$ cat src/rtl/fifo_pkg.sv
// Shared constants and sizing helpers for the threshold FIFO.
package fifo_pkg;

    localparam int DEF_DATA_WIDTH = 8;
    localparam int DEF_ADDR_WIDTH = 3;

    // Number of words addressed by a pointer of the given width.
    function automatic int fifo_depth(input int addr_width);
        return 32'sd1 << addr_width;
    endfunction

    // Occupancy counter width: one extra bit so DEPTH itself is representable.
    function automatic int fifo_cnt_width(input int addr_width);
        return addr_width + 32'sd1;
    endfunction

endpackage

$ cat src/rtl/fifo_ctrl.sv
// Pointer, occupancy and status-flag control for fifo_thresh.
// Optional sticky overflow/underflow flags are built only when FIFO_ERR_EN is defined.
module fifo_ctrl
    import fifo_pkg::*;
#(
    parameter int ADDR_WIDTH = DEF_ADDR_WIDTH,
    parameter int AF_LEVEL   = fifo_depth(DEF_ADDR_WIDTH) - 2,
    parameter int AE_LEVEL   = 1
) (
    input  logic                  clk,
    input  logic                  reset_n,
    input  logic                  clr,
    input  logic                  wr,
    input  logic                  rd,
    output logic                  wr_en,
    output logic [ADDR_WIDTH-1:0] wr_addr,
    output logic [ADDR_WIDTH-1:0] rd_addr,
    output logic [ADDR_WIDTH:0]   count,
    output logic                  full,
    output logic                  empty,
    output logic                  almost_full,
    output logic                  almost_empty,
    output logic                  overflow,
    output logic                  underflow
);

    localparam int CW = fifo_cnt_width(ADDR_WIDTH);
    localparam logic [CW-1:0]         DEPTH_C  = CW'(fifo_depth(ADDR_WIDTH));
    localparam logic [CW-1:0]         AF_C     = CW'(AF_LEVEL);
    localparam logic [CW-1:0]         AE_C     = CW'(AE_LEVEL);
    localparam logic [CW-1:0]         CNT_ONE  = CW'(1);
    localparam logic [CW-1:0]         CNT_ZERO = CW'(0);
    localparam logic [ADDR_WIDTH-1:0] PTR_ONE  = ADDR_WIDTH'(1);
    localparam logic [ADDR_WIDTH-1:0] PTR_ZERO = ADDR_WIDTH'(0);

    logic [ADDR_WIDTH-1:0] wr_ptr_r;
    logic [ADDR_WIDTH-1:0] rd_ptr_r;
    logic [CW-1:0]         count_r;
    logic [ADDR_WIDTH-1:0] wr_ptr_nxt_s;
    logic [ADDR_WIDTH-1:0] rd_ptr_nxt_s;
    logic [CW-1:0]         count_nxt_s;
    logic                  full_s;
    logic                  empty_s;
    logic                  wr_ok_s;
    logic                  rd_ok_s;

    // Flags come only from the registered count, never from the requests.
    assign full_s  = (count_r == DEPTH_C);
    assign empty_s = (count_r == CNT_ZERO);

    // A write into a full FIFO is allowed when a read frees a slot on the same edge;
    // a read of an empty FIFO is never accepted, so wr=rd=1 on empty is a plain write.
    assign wr_ok_s = wr && (!full_s || rd);
    assign rd_ok_s = rd && !empty_s;

    // Next pointers and occupancy; flush overrides any request in the same cycle.
    always_comb begin
        wr_ptr_nxt_s = wr_ptr_r;
        rd_ptr_nxt_s = rd_ptr_r;
        count_nxt_s  = count_r;
        if (clr) begin
            wr_ptr_nxt_s = PTR_ZERO;
            rd_ptr_nxt_s = PTR_ZERO;
            count_nxt_s  = CNT_ZERO;
        end else begin
            if (wr_ok_s) begin
                wr_ptr_nxt_s = wr_ptr_r + PTR_ONE;
            end else begin
                wr_ptr_nxt_s = wr_ptr_r;
            end
            if (rd_ok_s) begin
                rd_ptr_nxt_s = rd_ptr_r + PTR_ONE;
            end else begin
                rd_ptr_nxt_s = rd_ptr_r;
            end
            case ({wr_ok_s, rd_ok_s})
                2'b10:   count_nxt_s = count_r + CNT_ONE;
                2'b01:   count_nxt_s = count_r - CNT_ONE;
                default: count_nxt_s = count_r;
            endcase
        end
    end

    // Pointer and occupancy state; pointers wrap naturally at DEPTH.
    always_ff @(posedge clk or negedge reset_n) begin
        if (!reset_n) begin
            wr_ptr_r <= PTR_ZERO;
            rd_ptr_r <= PTR_ZERO;
            count_r  <= CNT_ZERO;
        end else begin
            wr_ptr_r <= wr_ptr_nxt_s;
            rd_ptr_r <= rd_ptr_nxt_s;
            count_r  <= count_nxt_s;
        end
    end

`ifdef FIFO_ERR_EN
    logic overflow_r;
    logic underflow_r;

    // Sticky error flags: set on a rejected push or an empty pop, cleared only by reset or flush.
    always_ff @(posedge clk or negedge reset_n) begin
        if (!reset_n) begin
            overflow_r  <= 1'b0;
            underflow_r <= 1'b0;
        end else if (clr) begin
            overflow_r  <= 1'b0;
            underflow_r <= 1'b0;
        end else begin
            if (wr && full_s && !rd) begin
                overflow_r <= 1'b1;
            end
            if (rd && empty_s) begin
                underflow_r <= 1'b1;
            end
        end
    end

    assign overflow  = overflow_r;
    assign underflow = underflow_r;
`else
    assign overflow  = 1'b0;
    assign underflow = 1'b0;
`endif

    assign wr_en        = wr_ok_s && !clr;
    assign wr_addr      = wr_ptr_r;
    assign rd_addr      = rd_ptr_r;
    assign count        = count_r;
    assign full         = full_s;
    assign empty        = empty_s;
    assign almost_full  = (count_r >= AF_C);
    assign almost_empty = (count_r <= AE_C);

endmodule

$ cat src/rtl/fifo_thresh.sv
// Synchronous show-ahead FIFO with almost-full/almost-empty thresholds.
// Define FIFO_ERR_EN to build the sticky overflow/underflow flags.
module fifo_thresh
    import fifo_pkg::*;
#(
    parameter int DATA_WIDTH = DEF_DATA_WIDTH,
    parameter int ADDR_WIDTH = DEF_ADDR_WIDTH,
    parameter int AF_LEVEL   = fifo_depth(ADDR_WIDTH) - 2,
    parameter int AE_LEVEL   = 1
) (
    input  logic                  clk,
    input  logic                  reset_n,
    input  logic                  clr,
    input  logic                  wr,
    input  logic [DATA_WIDTH-1:0] w_data,
    input  logic                  rd,
    output logic [DATA_WIDTH-1:0] r_data,
    output logic                  full,
    output logic                  empty,
    output logic                  almost_full,
    output logic                  almost_empty,
    output logic [ADDR_WIDTH:0]   count,
    output logic                  overflow,
    output logic                  underflow
);

    localparam int DEPTH = fifo_depth(ADDR_WIDTH);

    // Thresholds must be ordered and reachable.
    if ((AE_LEVEL >= AF_LEVEL) || (AF_LEVEL > DEPTH)) begin : g_bad_params
        $error("fifo_thresh: need AE_LEVEL < AF_LEVEL <= DEPTH");
    end

    logic [DATA_WIDTH-1:0] mem_r [DEPTH];
    logic                  wr_en_s;
    logic [ADDR_WIDTH-1:0] wr_addr_s;
    logic [ADDR_WIDTH-1:0] rd_addr_s;

    fifo_ctrl #(
        .ADDR_WIDTH (ADDR_WIDTH),
        .AF_LEVEL   (AF_LEVEL),
        .AE_LEVEL   (AE_LEVEL)
    ) u_ctrl (
        .clk          (clk),
        .reset_n      (reset_n),
        .clr          (clr),
        .wr           (wr),
        .rd           (rd),
        .wr_en        (wr_en_s),
        .wr_addr      (wr_addr_s),
        .rd_addr      (rd_addr_s),
        .count        (count),
        .full         (full),
        .empty        (empty),
        .almost_full  (almost_full),
        .almost_empty (almost_empty),
        .overflow     (overflow),
        .underflow    (underflow)
    );

    // Storage array write port; contents deliberately survive reset and flush.
    always_ff @(posedge clk) begin
        if (wr_en_s) begin
            mem_r[wr_addr_s] <= w_data;
        end
    end

    // Show-ahead: the head word is visible without a read request.
    assign r_data = mem_r[rd_addr_s];

endmodule

$ cat config.mk
export PLATFORM = sky130hd
export DESIGN_NAME = fifo_thresh
export DESIGN_NICKNAME = d
export VERILOG_FILES = /design/src/rtl/fifo_pkg.sv /design/src/rtl/fifo_ctrl.sv /design/src/rtl/fifo_thresh.sv
export SDC_FILE = /design/constraint.sdc
export NUM_CORES = 1
export LEC_CHECK = 0
export CORE_UTILIZATION = 38
export CTS_CLUSTER_SIZE = 28
export DETAILED_ROUTE_END_ITERATION = 7
export PLACE_DENSITY = 0.59
export SYNTH_ARGS = -nofsm -noshare
export SYNTH_HDL_FRONTEND = slang
export SYNTH_SLANG_ARGS = --single-unit
$ cat constraint.sdc
create_clock -name clk -period 3.2 [get_ports clk]
set_input_delay 0.32 -clock clk [delete_from_list [all_inputs] [get_ports clk]]
set_output_delay 0.32 -clock clk [all_outputs]
set_load 0.1 [all_outputs]
==> qor.csv, run 1 <==
metric,value,unit
status,finished clean,
Setup CP Type,flip-flop to flip-flop,
path type of the worst min-delay path,primary input to async pin,
first-pass GRT wire length,9.65,mm
post-synth top area share,59.8,%
die height,93.9,µm
CP Launch Type,flip-flop,
Worst-Skew Late Latency,0.34,ns
pwr dens,828,mW/mm²
P_leak,0.00132,µW
drt pass-1 iters,7,
Avg WL per Cell,17.9,µm
ANT cells,0,
post-CTS setup buffers,0,
port bufs,28,
synthesis-to-finish area growth,19.6,%
Num Clock Sinks,74,
RSZ-0062 raised after global routing,no,
Worst IR Drop VDD,0.000298,V
"Slew Viols, Final",0,
Worst Path Required,3.16,ns
final net count,252,
worst relative slew slack,31.8,%
"Seq/Total Area, Yosys",67.6,%
hold slack,0.324,ns
placed cells,326,
vias in the first global route,1852,
final setup fails,0,
synth warn,0,
Top Ports,31,
share of layout cells above drive strength 1,30.1,%
initial antenna violation count,0,
hold_buf cts,0,
distinct cell type count after synthesis,38,
Placer Congestion,0.807,
clock skew,0.00627,ns
CTS tree,built,
post-cts resize count,0,
clock transition at the registers of the reported paths,0.07,ns
post-synthesis cell count,191,
grt total ovfl,0,
H-tree depth,3,
Critical Path Fanout Max,9,
Hold Fails Final Rpt,0,
min cycle time layout,2.60,ns
Bufs on Longest Clock Path,2,
Critical Path End Type,flip-flop,
Tot Pwr,3180,µW
Post-DP HPWL,4.14,mm
Least-Margin Pin Slew,1.01,ns
Critical-path top delay cell,nor4_2,
Setup TNS Final,0,ns
syn_area_per_cell,16.8,µm²
Final period util,81.3,%
final non-filler cell total,341,
"area leader, netlist",edfxtp_1,
Vias,1803,
largest net degree at the start of global routing,13,
die area,0.00882,mm²
Final Worst Setup Slack,0.599,ns
CTS Buf Count,9,
CP arrival,2.56,ns
Yosys reg bits,74,
core area,0.00822,mm²
initial drt markers,127,
Initial Util,39.1,%
"top cells by area, synth","edfxtp_1 60%, mux4_2 11%, dfrtp_1 7.8%",
row cnt,33,
Final ANT Viol Nets,0,
"slowest stage delay, CP",0.91,ns
Max-Cap Viols,0,
cells along the critical path,inv_1 > ha_1 > nand3b_1 > o21ai_0 > nor4_2,
Fillers,709,
drt via density,5.29,
fmax,384,MHz
CTS root buffer,clkbuf_8,
drt drc,0,
Netlist Area Pre-Place,0.00321,mm²
GRT Util Overall,15.5,%
Setup WS pre-CTS,0.588,ns
DIE WIDTH,93.9,µm
final WL,6.09,mm
[layer usage]
layer  track usage (%)  vias to the layer above  part of all wire [%]
li1                  -                      824                     -
met3              4.69                       12                   4.9
met5                 0                        -                     0
met4              7.56                        0                   2.1
met2              23.9                       56                    48
met1              19.8                      911                    45
[critical path, delay by kind of cell (launching register included)]
family / cells / cell delay, ns
simple gates: 2 / 1.08
flops: 1 / 0.50
compound gates: 1 / 0.26
fa+ha+maj: 1 / 0.23
buf+inv: 1 / 0.15
[per-stage QoR]
| step | cell area, µm² | utilization [%] |
|---|---|---|
| final | 3840 | 46.7 |
| after global routing | 3840 | 46.7 |
| after CTS | 3840 | 46.7 |
| after detailed placement | 3660 | 44.5 |
| after global placement | 3660 | 44.5 |
| after floorplan | 3220 | - |
[Yosys cell counts (all sizes together)]
cell / number
a211oi: 1
mux4: 16
nor2: 14
ha: 7
nand4b: 1
nor3: 3
inv: 4
buf: 6
nand3b: 2
clkinv: 1
edfxtp: 64
o41ai: 1
o21ai: 5
o21a: 1
conb: 1
dfrtp: 10
xnor2: 1
mux2: 9
clkbuf: 5
o211ai: 3
nor2b: 2
or3: 2
a31oi: 1
nor4b: 1
o32a: 1
or4: 1
or3b: 2
nand2: 6
nand3: 4
mux2i: 2
nor4: 3
xor2: 4
nand2b: 5
a21oi: 2
[cell families (layout without fill, tap and decap cells)]
family	after synthesis	in the layout	share of synthesized area [%]
XOR/XNOR	5	5	1.36
AO/OA/AOI/OAI	15	15	3.19
other	1	2	0.117
buffers and inverters	16	60	2.34
adder cells (fa/ha/maj)	7	7	2.73
multiplexers	27	27	15.0
flip-flops	74	74	67.6
AND/OR/NAND/NOR	46	46	7.64
[power breakdown]
part           internal, µW  leakage (µW)  switching (µW)
combinational           402      0.000520             933
clock                   350     0.0000882             321
sequential             1100      0.000714            75.8
[cell type report]
cell class                      count  area (µm²)  area share [%]
Clock inverter                      6        57.6            1.50
Multi-Input combinational cell    102         998            26.0
Clock buffer                        9         124            3.23
Timing Repair Buffer               40         333            8.67
Tap cell                          105         131            3.42
Sequential cell                    74        2170            56.6
Inverter                            5        23.8           0.619
[sequential cells by signal, indices dropped and copies added, names as in the netlist]
| name | cells |
|---|---|
| u_ctrl.rd_addr | 3 |
| mem_r | 64 |
| u_ctrl.wr_addr | 3 |
| u_ctrl.count | 4 |
[worst paths after layout]
check                             startpoint                end  slack [ns]  cells after the start
min in group clk           u_ctrl.wr_addr[2]  u_ctrl.wr_addr[2]        0.63                      2
min reg2reg                u_ctrl.wr_addr[2]  u_ctrl.wr_addr[2]        0.63                      2
max in group asynchronous            reset_n  u_ctrl.rd_addr[0]        2.54                      1
max                          u_ctrl.count[1]        mem_r[2][2]        0.60                      5
max reg2reg                  u_ctrl.count[1]        mem_r[2][2]        0.60                      5
min                                  reset_n    u_ctrl.count[3]        0.32                      1
[layout by cell type, fill, tap and decap left out, types with 2 or more instances in the layout]
master / instances
edfxtp_1: 64
buf_4: 27
mux4_2: 16
nor2_1: 14
clkdlybuf4s50_1: 13
dfrtp_1: 10
clkbuf_8: 9
mux2_2: 8
ha_1: 7
nand2_1: 6
nand2b_1: 5
o21ai_0: 5
inv_1: 4
xor2_1: 4
nand3_1: 4
nor4_2: 3
o211ai_1: 3
clkinv_1: 3
nand3b_1: 2
nor3_1: 2
or3_1: 2
mux2i_1: 2
a21oi_1: 2
nor2b_1: 2
conb_1: 2
(Power assumes the default switching activity.)
==> inputs of run 2 (changes only) <==
Clock period 3.2 ns to 2.4 ns, I/O delays scaled along.
==> run 2 against run 1 <==
  * Count of clock-buffer cells in the layout unchanged
  * Worst hold slack worse by 0.095 ns
  * Worst setup slack worse by 0.45 ns
  * Register-to-register slack worse by 0.37 ns
  * Combinational power up 53%
  * Core utilization up 2.1 points
  * Sequential share of layout area down 2.2 points
  * Clock power up 44%
  * Total power up 44%
  * Final area up 4.6%
  * Critical path type is now flip-flop to output port
==> qor.csv, run 2 (synthesis gave the netlist of run 1 again) <==
metric,value,unit,change
status,finished clean,,unchanged
Post-DP HPWL,3.97,mm,was 4.14 mm
final WL,6.21,mm,was 6.09 mm
Initial Util,39.1,%,unchanged
Critical Path Fanout Max,15,,was 9
grt total ovfl,0,,unchanged
Worst Path Required,2.16,ns,was 3.16 ns
Final ANT Viol Nets,0,,unchanged
initial antenna violation count,0,,unchanged
r2r endpoint,u_ctrl.count[2],,was mem_r[2][2]
Avg WL per Cell,18.2,µm,was 17.9 µm
Setup CP Type,flip-flop to output port,,was flip-flop to flip-flop
drt pass-1 iters,4,,was 7
CTS Buf Count,9,,unchanged
hold_buf cts,0,,unchanged
die height,93.9,µm,unchanged
post-CTS setup buffers,0,,unchanged
path type of the worst min-delay path,primary input to async pin,,unchanged
synthesis-to-finish area growth,25.0,%,was 19.6%
drt drc,0,,unchanged
clock transition at the registers of the reported paths,0.08,ns,was 0.07 ns
Critical Path End Type,output port,,was flip-flop
Vias,1774,,was 1803
Fillers,687,,was 709
Max-Cap Viols,0,,unchanged
multi-input logic area,0.00100,mm²,was 998 µm²
CP arrival,2.01,ns,was 2.56 ns
"setup slack, reg-to-reg",0.23,ns,was 0.60 ns
Final period util,93.8,%,
H-tree depth,3,,unchanged
die area,0.00882,mm²,unchanged
max FFs per register,64,,unchanged
CTS tree,built,,unchanged
initial drt markers,66,,was 127
clock skew,0.00789,ns,was 0.00627 ns
Worst IR Drop VDD,0.000430,V,was 0.000298 V
final net count,252,,unchanged
Placer Congestion,0.791,,was 0.807
Bufs on Longest Clock Path,2,,unchanged
row cnt,33,,unchanged
P_leak,0.00138,µW,was 0.00132 µW
vias in the first global route,1772,,was 1852
"commonest non-fill, non-tap cell in the layout",edfxtp_1,,unchanged
min cycle time layout,2.25,ns,
Num Clock Sinks,74,,unchanged
worst relative slew slack,53.7,%,was 31.8%
first-pass GRT wire length,9.97,mm,was 9.65 mm
r2r worst-path depth,7,,was 5
most frequent cells in the layout,"64 x edfxtp_1, 17 x buf_4, 16 x mux4_2",,"was 64 x edfxtp_1, 27 x buf_4, 16 x mux4_2"
"Slew Viols, Final",0,,unchanged
CTS root buffer,clkbuf_8,,unchanged
GRT Util Overall,16.2,%,was 15.5%
post-cts resize count,0,,unchanged
hold slack,0.229,ns,was 0.324 ns
largest net degree at the start of global routing,19,,was 13
final setup fails,0,,unchanged
Worst-Skew Late Latency,0.34,ns,about the same
Setup TNS Final,0,ns,unchanged
Top reg by flops,mem_r,,unchanged
pwr dens,1140,mW/mm²,was 828 mW/mm²
Least-Margin Pin Slew,0.688,ns,was 1.01 ns
share of layout cells above drive strength 1,35.0,%,was 30.1%
DIE WIDTH,93.9,µm,unchanged
final core occ,48.9,%,was 46.7%
fmax,444,MHz,
drt via density,5.19,,was 5.29
core area,0.00822,mm²,unchanged
port bufs,28,,unchanged
CP Launch Type,flip-flop,,unchanged
FF+latch area,0.00218,mm²,was 0.00217 mm²
ANT cells,0,,unchanged
origin of the critical flop-to-flop path,u_ctrl.count[0],,was u_ctrl.count[1]
RSZ-0062 raised after global routing,no,,unchanged
Hold Fails Final Rpt,0,,unchanged
Top Ports,31,,unchanged
[run 2: critical path, stage by stage, from the launching register on]
cell,delay [ns]
dfrtp_2,0.45
buf_12,0.20
mux4_2,0.51
mux2_2,0.32
buf_12,0.18
[run 2: layout make-up]
type | count | area share (%)
sequential | 74 | 54.4
multi-input combinational | 102 | 25.0
timing repair buffer | 40 | 11.7
tap | 105 | 3.27
clock buffer | 9 | 3.08
clock inverter | 7 | 1.87
inverter | 5 | 0.779
[run 2: power breakdown]
| part | total [µW] | switching (µW) | leakage [µW] | internal (µW) |
|---|---|---|---|---|
| sequential | 1570 | 93.6 | 0.000706 | 1470 |
| clock | 965 | 480 | 0.0000939 | 485 |
| combinational | 2030 | 1300 | 0.000576 | 728 |
[run 2: worst max path at each step]
stage | start | slack [ns] | depth (start not counted) | to
6_report | u_ctrl.rd_addr[0] | 0.15 | 4 | r_data[1]
5_1_grt | u_ctrl.rd_addr[0] | 0.07 | 4 | r_data[7]
3_3_place_gp | u_ctrl.count[0] | 0.28 | 7 | u_ctrl.count[2]
4_1_cts | u_ctrl.rd_addr[0] | 0.02 | 4 | r_data[2]
3_5_place_dp | rd | 0.25 | 5 | u_ctrl.count[2]
2_1_floorplan | u_ctrl.count[1] | 0.007 | 7 | u_ctrl.count[2]
[run 2: per-stage QoR]
step           area, µm²  setup slack (ns)  power, µW  cells
4_1_cts             4020            0.0237       4600    342
3_3_place_gp        3820             0.275       3630    326
2_1_floorplan       3270           0.00683       3040    192
6_report            4020             0.148       4560    342
3_5_place_dp        3820             0.247       3630    326
5_1_grt             4020            0.0690       4770    342
[run 2: layer usage]
metal,global-route usage (%),routed length [µm],vias up
li1,-,-,820
met1,22.3,2970,916
met2,24.6,2940,29
met3,3.96,220,9
met4,6.54,82,0
met5,0,0,-
==> inputs of run 3 (changes only) <==
Settings changed: CORE_MARGIN set to 2.
==> run 3 against run 2 <==
  * First-iteration DRC count is 82% higher
  * Sequential power is essentially flat
  * Combinational power about the same
  * Worst setup slack improved by 0.081 ns
  * Sequential cell count is the same
  * Clock skew grew 0.0022 ns
  * Global-route usage down 1.2 points
  * Fmax increased by 3.7%
==> qor.csv, run 3 (synthesis gave the netlist of run 1 again) <==
metric,value,unit,change
Critical Path End Type,output port,,unchanged
Setup WS pre-CTS,0.253,ns,was 0.247 ns
Top reg by flops,mem_r,,unchanged
ANT cells,0,,unchanged
Worst Path Required,2.16,ns,about the same
Worst IR Drop VDD,0.000423,V,was 0.000430 V
CP Launch Type,flip-flop,,unchanged
drt pass-1 iters,4,,unchanged
grt total ovfl,0,,unchanged
hold_buf cts,0,,unchanged
Max-Cap Viols,0,,unchanged
"setup slack, reg-to-reg",0.24,ns,was 0.23 ns
final WL,6.17,mm,was 6.21 mm
most frequent cells in the layout,"64 x edfxtp_1, 19 x buf_4, 16 x mux4_2",,"was 64 x edfxtp_1, 17 x buf_4, 16 x mux4_2"
max FFs per register,64,,unchanged
largest net degree at the start of global routing,14,,was 19
path type of the worst min-delay path,primary input to async pin,,unchanged
Top delay family on crit path,multiplexers,,unchanged
post-cts resize count,0,,unchanged
"Slew Viols, Final",0,,unchanged
synthesis-to-finish area growth,23.6,%,was 25.0%
drt drc,0,,unchanged
row cnt,33,,unchanged
Bufs on Longest Clock Path,2,,unchanged
post-CTS setup buffers,0,,unchanged
placed cells,327,,was 326
Placer Congestion,0.758,,was 0.791
gr busiest metal,met2,,unchanged
Setup CP Type,flip-flop to output port,,unchanged
core area,0.00822,mm²,unchanged
CTS root buffer,clkbuf_8,,unchanged
pwr dens,1100,mW/mm²,was 1140 mW/mm²
Critical-path top delay cell,mux4_2,,unchanged
port bufs,28,,unchanged
met1 Usage GRT,20.4,%,was 22.3%
clock transition at the registers of the reported paths,0.08,ns,about the same
Hold Fails Final Rpt,0,,unchanged
drt via density,5.17,,was 5.19
Least-Margin Pin Slew,0.658,ns,was 0.688 ns
die area,0.00920,mm²,was 0.00882 mm²
status,finished clean,,unchanged
origin of the critical flop-to-flop path,u_ctrl.count[0],,unchanged
"commonest non-fill, non-tap cell in the layout",edfxtp_1,,unchanged
fmax,461,MHz,was 444 MHz
Vias,1769,,was 1774
Final Worst Setup Slack,0.229,ns,was 0.148 ns
vias in the first global route,1830,,was 1772
Initial Util,39.1,%,unchanged
GR Util met2,24.2,%,was 24.6%
CTS Buf Count,9,,unchanged
H-tree depth,3,,unchanged
Final Cell Area,0.00397,mm²,was 0.00402 mm²
cells along the critical path,buf_4 > mux4_2 > mux2_2 > buf_12,,was buf_12 > mux4_2 > mux2_2 > buf_12
"slowest stage delay, CP",0.53,ns,was 0.51 ns
share of layout cells above drive strength 1,34.2,%,was 35.0%
Critical Path Fanout Max,10,,was 15
Bufs and invs on worst path,2,,unchanged
worst relative slew slack,55.6,%,was 53.7%
Num Clock Sinks,74,,unchanged
DIE WIDTH,95.9,µm,was 93.9 µm
P_leak,0.00136,µW,was 0.00138 µW
r2r endpoint,u_ctrl.count[2],,unchanged
initial drt markers,120,,was 66
GRT Util Overall,15.1,%,was 16.2%
crit path from,u_ctrl.rd_addr[0],,unchanged
Top Ports,31,,unchanged
Final ANT Viol Nets,0,,unchanged
CP arrival,1.93,ns,was 2.01 ns
final non-filler cell total,342,,unchanged
initial antenna violation count,0,,unchanged
Worst-Skew Late Latency,0.33,ns,was 0.34 ns
first-pass GRT wire length,9.96,mm,was 9.97 mm
Final period util,90.5,%,was 93.8%
r2r worst-path depth,7,,unchanged
Setup TNS Final,0,ns,unchanged
dpl cell area,0.00381,mm²,was 0.00382 mm²
M3 GR Usage,2.82,%,was 3.96%
Avg WL per Cell,18.0,µm,was 18.2 µm
clock skew,0.0101,ns,was 0.00789 ns
final net count,253,,was 252
RSZ-0062 raised after global routing,no,,unchanged
CTS tree,built,,unchanged
Post-DP HPWL,4.14,mm,was 3.97 mm
min cycle time layout,2.17,ns,was 2.25 ns
die height,95.9,µm,was 93.9 µm
final setup fails,0,,unchanged
==> run 3: cell count changes in the layout (fill, tap and decap cells not counted), sizes merged <==
cell and delta:
clkinv +1, clkbuf +1, bufinv -1, inv -2
buf +1
==> run 3: final cells by class <==
| class | instances | area [µm²] |
|---|---|---|
| inverter | 5 | 31.3 |
| clock inverter | 5 | 32.5 |
| timing repair buffer | 41 | 463 |
| clock buffer | 10 | 128 |
| fill | 703 | 4250 |
| multi-input combinational | 102 | 1000 |
| sequential | 74 | 2180 |
| tap | 105 | 131 |
==> run 3: worst max path at each step <==
stage | end | slack [ns] | cells after the start
after floorplan | u_ctrl.count[2] | 0.007 | 7
after global placement | u_ctrl.count[2] | 0.28 | 5
after detailed placement | mem_r[5][0] | 0.25 | 5
after CTS | r_data[2] | 0.18 | 4
after global routing | mem_r[4][3] | 0.13 | 6
final | r_data[3] | 0.23 | 4
==> run 3: per-stage QoR <==
stage	hold WS [ns]	total power [µW]	util, %
6_report	0.238	4380	48.3
5_1_grt	0.280	4590	48.3
4_1_cts	0.239	4420	48.3
3_5_place_dp	0.605	3630	46.4
3_3_place_gp	0.606	3620	46.4
2_1_floorplan	-0.0556	3040	-
==> run 3: metal layers <==
layer,wire [µm],vias up
met2,3100,23
met1,2860,920
met5,0,-
met3,119,8
met4,84,0
li1,-,818
==> run 3: worst reg2reg max path: cells and delay by family (launching register included) <==
family | cells | cell delay [ns]
compound gates | 1 | 0.21
fa+ha+maj | 1 | 0.22
buf+inv | 2 | 0.13
flops | 1 | 0.46
mux | 1 | 0.33
simple gates | 2 | 0.68
==> run 3: report_power, final <==
| part | leakage [µW] | internal, µW | switching (µW) | total (µW) |
|---|---|---|---|---|
| sequential | 0.000707 | 1470 | 76.6 | 1550 |
| combinational | 0.000578 | 723 | 1310 | 2040 |
| clock | 0.0000758 | 366 | 433 | 799 |
| total | 0.00136 | 2560 | 1820 | 4380 |
